## config.mk

```make
export PLATFORM = sky130hd
export DESIGN_NAME = fetch_ctrl
export DESIGN_NICKNAME = d
export VERILOG_FILES = /design/src/rtl/fetch_ctrl.sv
export SDC_FILE = /design/constraint.sdc
export NUM_CORES = 1
export LEC_CHECK = 0
export BUFFER_PORTS_ARGS = -buffer_cell sky130_fd_sc_hd__clkbuf_2
export CAP_MARGIN = 20
export CORE_ASPECT_RATIO = 1.75
export CORE_MARGIN = 2
export CORE_UTILIZATION = 30
export CTS_CLUSTER_SIZE = 25
export DETAILED_ROUTE_END_ITERATION = 12
export GPL_ROUTABILITY_DRIVEN = 0
export PLACE_DENSITY = 0.59
export SYNTH_ARGS = -nofsm -noshare
export SYNTH_HDL_FRONTEND = slang
export SYNTH_SLANG_ARGS = --single-unit
```

## constraint.sdc

```tcl
create_clock -name clk -period 1.75 [get_ports clk]
set_input_delay 0 -clock clk [delete_from_list [all_inputs] [get_ports clk]]
set_output_delay 0 -clock clk [all_outputs]
set_load 0.05 [all_outputs]
```

## src/rtl/fetch_ctrl.sv

```systemverilog
// ---------------------------------------------------------------------------
// fetch_ctrl
//
// Instruction-fetch controller sitting between the PC register and a
// variable-latency instruction memory. Each fetch latches the current PC,
// holds a read request until the memory acknowledges, presents the returned
// word downstream, and after it is consumed pulses steve for one cycle so the
// PC register steps (PC+4 or branch target, selected outside this block).
//
// A request left unanswered for TIMEOUT cycles parks the controller in a
// terminal error state; only rst_n leaves it.
//
// Parameters
//   TIMEOUT     cycles in REQ without imem_ack before err is raised (0 = never)
//   CNT_W       width of the timeout counter; must be able to hold TIMEOUT
//
// Ports
//   clk          clock, all state updates on posedge
//   rst_n        asynchronous active-low reset
//   pc_in        current PC from the PC register
//   imem_req     read request to instruction memory
//   imem_addr    fetch address, stable while imem_req=1
//   imem_ack     memory response valid, sampled only while in REQ
//   imem_rdata   instruction word, valid with imem_ack
//   inst_valid   inst/inst_pc hold an unconsumed instruction
//   inst         fetched instruction word
//   inst_pc      address the instruction was fetched from
//   inst_ready   downstream consumes inst when inst_valid && inst_ready
//   steve        one-cycle PC advance pulse per consumed instruction
//   err          sticky fetch-timeout flag
//   fetch_count  number of instructions consumed (wraps mod 2^32)
// ---------------------------------------------------------------------------
module fetch_ctrl #(
    parameter int unsigned TIMEOUT = 256,
    parameter int unsigned CNT_W   = 9
) (
    input  logic        clk,
    input  logic        rst_n,
    input  logic [31:0] pc_in,
    output logic        imem_req,
    output logic [31:0] imem_addr,
    input  logic        imem_ack,
    input  logic [31:0] imem_rdata,
    output logic        inst_valid,
    output logic [31:0] inst,
    output logic [31:0] inst_pc,
    input  logic        inst_ready,
    output logic        steve,
    output logic        err,
    output logic [31:0] fetch_count
);

    typedef enum logic [2:0] {
        S_IDLE  = 3'd0,
        S_REQ   = 3'd1,
        S_VALID = 3'd2,
        S_ADV   = 3'd3,
        S_ERR   = 3'd4
    } state_e;

    // Last counter value tolerated in REQ; the fetch gives up when the counter
    // sits here and the memory still has not answered.
    localparam logic [CNT_W-1:0] TO_LAST = CNT_W'((TIMEOUT == 0) ? 0 : TIMEOUT - 1);

    state_e           state_q,   state_d;
    logic             req_q,     req_d;
    logic [31:0]      addr_q,    addr_d;
    logic             valid_q,   valid_d;
    logic [31:0]      inst_q,    inst_d;
    logic [31:0]      inst_pc_q, inst_pc_d;
    logic             steve_q,   steve_d;
    logic             err_q,     err_d;
    logic [CNT_W-1:0] cnt_q,     cnt_d;
    logic [31:0]      count_q,   count_d;

    // -----------------------------------------------------------------------
    // Next-state and next-output logic
    // -----------------------------------------------------------------------
    always_comb begin
        // NOTE: every next-state signal starts from its held value so that no
        // branch below can leave one unassigned and infer a latch.
        state_d   = state_q;
        req_d     = req_q;
        addr_d    = addr_q;
        valid_d   = valid_q;
        inst_d    = inst_q;
        inst_pc_d = inst_pc_q;
        steve_d   = steve_q;
        err_d     = err_q;
        cnt_d     = cnt_q;
        count_d   = count_q;

        case (state_q)
            S_IDLE: begin
                addr_d  = pc_in;
                req_d   = 1'b1;
                state_d = S_REQ;
            end

            // The request is never withdrawn while waiting; only an ack or
            // the timeout ends it.
            S_REQ: begin
                if (imem_ack) begin
                    inst_d    = imem_rdata;
                    inst_pc_d = addr_q;
                    req_d     = 1'b0;
                    valid_d   = 1'b1;
                    cnt_d     = '0;
                    state_d   = S_VALID;
                end else if ((TIMEOUT != 0) && (cnt_q == TO_LAST)) begin
                    req_d   = 1'b0;
                    err_d   = 1'b1;
                    cnt_d   = '0;
                    state_d = S_ERR;
                end else begin
                    cnt_d = cnt_q + 1'b1;
                end
            end

            S_VALID: begin
                if (inst_ready) begin
                    valid_d = 1'b0;
                    steve_d = 1'b1;
                    count_d = count_q + 32'd1;
                    state_d = S_ADV;
                end
            end

            // steve is high throughout this cycle; the PC register steps on
            // the negedge inside it, so pc_in already holds the next PC here.
            S_ADV: begin
                steve_d = 1'b0;
                addr_d  = pc_in;
                req_d   = 1'b1;
                state_d = S_REQ;
            end

            // Terminal until reset; every output keeps its parked value.
            S_ERR: begin
                state_d = S_ERR;
            end

            default: begin
                state_d = S_IDLE;
            end
        endcase
    end

    // -----------------------------------------------------------------------
    // State register
    // -----------------------------------------------------------------------
    always_ff @(posedge clk or negedge rst_n) begin
        if (!rst_n) begin
            state_q   <= S_IDLE;
            req_q     <= 1'b0;
            addr_q    <= '0;
            valid_q   <= 1'b0;
            inst_q    <= '0;
            inst_pc_q <= '0;
            steve_q   <= 1'b0;
            err_q     <= 1'b0;
            cnt_q     <= '0;
            count_q   <= '0;
        end else begin
            // NOTE: non-blocking updates so every register samples the values
            // from before this edge, independent of statement order.
            state_q   <= state_d;
            req_q     <= req_d;
            addr_q    <= addr_d;
            valid_q   <= valid_d;
            inst_q    <= inst_d;
            inst_pc_q <= inst_pc_d;
            steve_q   <= steve_d;
            err_q     <= err_d;
            cnt_q     <= cnt_d;
            count_q   <= count_d;
        end
    end

    assign imem_req    = req_q;
    assign imem_addr   = addr_q;
    assign inst_valid  = valid_q;
    assign inst        = inst_q;
    assign inst_pc     = inst_pc_q;
    assign steve       = steve_q;
    assign err         = err_q;
    assign fetch_count = count_q;

endmodule

```

Word-level counts from Yosys, hierarchy flattened
Index checks and enable logic that the tools add are counted.
- bits of input ports: 68
- logic and storage cells: 47
- output and inout bits: 132
- register bits after elaboration: 144
- reduce and logical (&&, ||, !) cells: 12
- equality and inequality tests: 8
- add/subtract/negate cells: 2
- bitwise operators: 1
- muxes and demuxes: 14
- operators by type and width (cell ; number):
    $add A32 B1 Y32 const B ; 1
    $mux W9 ; 2
    $pmux W3 S4 ; 1
    $reduce_and A2 Y1 ; 5
    $add A9 B1 Y9 const B ; 1
    $eq A9 B8 Y1 const B ; 1
    $mux W3 ; 3
    $eq A3 B2 Y1 const B ; 2
    $pmux W1 S2 ; 3
    $reduce_and A3 Y1 ; 2
    $reduce_bool A2 Y1 ; 3
    $mux W1 ; 5
    $ne A2 B2 Y1 const B ; 2
    $eq A3 B1 Y1 const B ; 1
    $eq A3 B3 Y1 const B ; 1
    $logic_not A3 Y1 ; 1
    $ne A3 B3 Y1 const B ; 1
    $reduce_or A2 Y1 ; 1
    $not A1 Y1 ; 1

Longest topological paths before layout
- word-level depth: 4
- gate-level depth with buffers: 7
- mapped depth without buffers: 5

Least setup slack after synthesis
Ideal clock, no wire load.
- path kind: register to register
- start: register count_q[3] (netlist: fetch_count[3])
- end: register count_q[20] (netlist: fetch_count[20])
- arrival: 2091 ps
- library setup time: 82 ps
- cell stages (with the launch flop): 6
- slack: -423 ps
- data required time: 1668 ps
- clock period less this slack: 2173 ps
- buffers on the path: 1
- cells stage by stage: dfrtp_1 -> nand4_1 -> or4_4 -> buf_6 -> nor4_4 -> xor2_1
- word-level cells in the longest chain between the ends: 1
- ends and longest elaborated chain (element ; RTL line ; text):
    start: declaration ; 74 ; logic [31:0] count_q, count_d;
    start signal: assignment ; 176 ; count_q <= count_d;
    $add A32 B1 Y32 ; 124 ; count_d = count_q + 32'd1;
No other way between the ends.
A chain may end at the register's enable or synchronous reset.

Worst setup path in the final report
- start: register state_q[0]
- end: register count_q[22] (netlist: fetch_count[22])
- word-level cells in the longest chain between the ends: 2
- ends and longest elaborated chain (element ; RTL line ; text):
    start: declaration ; 65 ; state_e state_q, state_d;
    start signal: assignment ; 167 ; state_q <= state_d;
    $eq A3 B2 Y1 ; 93 ; case (state_q)
    $reduce_and A2 Y1 (no source line) ; - ;
No other way between the ends.

==> results_dict.tcl <==
set metrics [dict create \
    io_buffers 199 \
    grt_max_degree 75 \
    post-dp-hpwl_microns 10800 \
    final_nets 906 \
    synth_edf_count 0 \
    viasPerCell 4.508 \
    setup_violations 0 \
    start_util_pct 30.54 \
    fin_util_pct 45.41 \
    fin_crit_sh_pct 98.50 \
    path_cells "nand4bb_1, buf_6, or4_4, nor4_4, xor2_1" \
    ys_ff_latch 144 \
    outcome "finished clean" \
    setup_tns_ns 0 \
    path_class "reg -> reg" \
    clkLatencyLatePin_ns 0.42 \
    cts_made_buffers 17 \
    grt.total_usage_pct 16.02 \
    synth.net_count 610 \
    min_period_ns 1.724 \
    core_sq_mm 0.01920 \
    routed_wirelength_microns 15800 \
    cts_root_buffer "clkbuf_16" \
    dpl.cell_count 990 \
    ant_nets 0 \
    ir_drop_mv 1.365 \
    via_count 4909 \
    synthesis.area_sq_mm 0.005862 \
    startpoint_type "register" \
    grt_pass1_wl_microns 25500 \
    ys.warnings.count 0 \
    dr.pass1.iters 6 \
    synthDistinctLibCells 39 \
    worstHoldPathType "in -> async" \
    drv_slew 0 \
    syn2layout_area_growth_pct 48.73 \
    htree_levels 4 \
    crit_required_ns 2.09 \
    yosysTopAreaCellShare_pct 61.47 \
    synthArstFlopShare_pct 100.0 \
    crit_family "simple AND/OR/NAND/NOR gates" \
    leakagePower_nw 4.509 \
    drive_gt1_share_pct 37.85 \
    num_io_pins 200 \
    grt_pass1_vias 5150 \
    synth_top_cell_by_area "dfrtp_1" \
    yosysMostFrequentCell "nand2_1" \
    postCtsSetupRepairBufs 0 \
    clock_skew_ns 0.005650 \
    maxSlewHeadroom_pct 72.25 \
    drtIter0Drc 115 \
    netlist_top_cells_area "dfrtp_1, nand2_1, mux2_2, xnor2_1, xor2_1" \
    antenna_found_initial 0 \
    grt_setup_unrepaired "yes" \
    cts_tree "done" \
    critPathBufInv 1 \
    cp_data_arrival_time_ns 2.07 \
    ys.flop_type "dfrtp_1" \
    tightest_slew_ns 0.4162 \
    synth_common_cells "nand2_1, dfrtp_1, mux2_2" \
    setup_ws_ns 0.02633 \
    final_cells 1089 \
    hold_viol 0 \
    design.die.area_sq_mm 0.02072 \
    powerDensity_mw_per_mm2 2024 \
    cts.sinks 144 \
    cp_slowest_cell "or4_4" \
    grt-ovfl-total 0 \
    synthCells 540 \
    wl_per_cell_microns 14.51 \
    timing.fmax_mhz 580.2 \
    crit_path_max_fanout 6 \
    die_w_microns 109.7 \
    n_antenna_cell 0 \
    avgSynthCellArea_sq_um 10.86 \
    rows 67 \
    ys_seq_area_share_pct 61.47 \
    end_kind "register" \
    die_h_microns 188.9 \
    cp_slowest_stage_delay_ns 0.56 \
    clkSlewWorstSetupHoldPaths_ns 0.06 \
    drc 0 \
    preCtsSetupSlack_ns -0.01463 \
    max_cap_violations 0 \
    whs_ns 0.1319 \
    cts_buffer_depth 2 \
]
[stage by stage]
| stage | total power, W | cell area, sq um |
|---|---|---|
| 2_1_floorplan | 0.01150 | 5894 |
| 3_3_place_gp | 0.01379 | 7390 |
| 3_5_place_dp | 0.01389 | 7390 |
| 4_1_cts | 0.01785 | 8680 |
| 5_1_grt | 0.01863 | 8718 |
| 6_report | 0.01764 | 8718 |
[layer usage]
metal | routed length (microns) | GRT usage (%)
met5 | 0 | 0
met2 | 8645 | 29.72
met3 | 1015 | 5.370
met4 | 400 | 7.352
met1 | 5735 | 15.43
[worst min-delay path, cell delays in order]
cell	delay, ns
dlygate4sd3_1	0.54
buf_6	0.12
buf_12	0.27
[cell type report]
class	instances	area [sq um]
clock inverter	5	100.1
sequential	144	3621
tap	241	301.5
clock buffer	26	509.2
multi-input combinational	369	2186
timing repair buffer	297	1974
inverter	7	26.28
fill	1817	10480
[worst paths after layout]
| check | slack [ns] | from | depth (start not counted) | endpoint |
|---|---|---|---|---|
| max | 0.03 | state_q[0]$_DFFE_PN0P_ | 5 | fetch_count[22]$_DFFE_PN0P_ |
| min reg2reg | 0.47 | fetch_count[31]$_DFFE_PN0P_ | 1 | fetch_count[31]$_DFFE_PN0P_ |
| min | 0.13 | rst_n | 3 | inst[17]$_DFFE_PN0P_ |
| max in group asynchronous | 0.85 | rst_n | 3 | fetch_count[2]$_DFFE_PN0P_ |
| min in group clk | 0.31 | imem_rdata[31] | 4 | inst[31]$_DFFE_PN0P_ |
| max reg2reg | 0.03 | state_q[0]$_DFFE_PN0P_ | 5 | fetch_count[22]$_DFFE_PN0P_ |
[registers in the layout, summed over array words and instances, names as in the netlist]
signal,flops
cnt_q,9
state_q,3
inst_valid,1
inst_pc,32
imem_addr,32
err,1
inst,32
imem_req,1
steve,1
fetch_count,32
[kinds of logic (layout without fill, tap and decap cells)]
group,after synthesis,after routing,synth area share (%)
and+or+nand+nor,286,286,22.71
buffers and inverters,27,335,2.305
DFF,144,144,61.47
muxes,33,33,6.339
adders and majority gates,2,2,0.4268
AOI/OAI and AO/OA,12,12,1.366
xor gates and xnor gates,36,36,5.379
[repair_timing]
action	in CTS	in global routing
setup endpoints to repair	3	12
hold buffers	68	0
endpoints found under the hold margin	214	0
pin swaps	1	1
gates cloned	0	0
gates resized for setup	0	7
[where the power goes]
group	switching, W	total, W	internal (W)
registers	0.000772	0.00535	0.00458
clock network	0.00133	0.00375	0.00242
logic	0.00631	0.00854	0.00223
[placed cells by master (no fill, tap or decap), types with 2 or more instances in the layout]
cell type	count
xnor2_1	25
dlygate4sd3_1	68
buf_4	24
a21oi_1	3
ha_1	2
nor4_4	5
buf_12	5
bufinv_16	3
clkbuf_16	17
mux2_2	33
nand4_1	12
nand3_1	13
nor2b_1	3
nand2_1	210
nor3_2	3
and2_1	2
dfrtp_1	130
nor2_1	10
dfrtp_2	14
nor4_2	3
or4_4	2
clkbuf_1	4
clkbuf_8	5
and4_1	3
buf_6	2
inv_1	7
o21ai_0	3
xor2_1	11
clkinv_2	2
nor3_1	3
and3_1	7
clkbuf_2	198
Note: power is estimated with default switching activity, not from simulation.
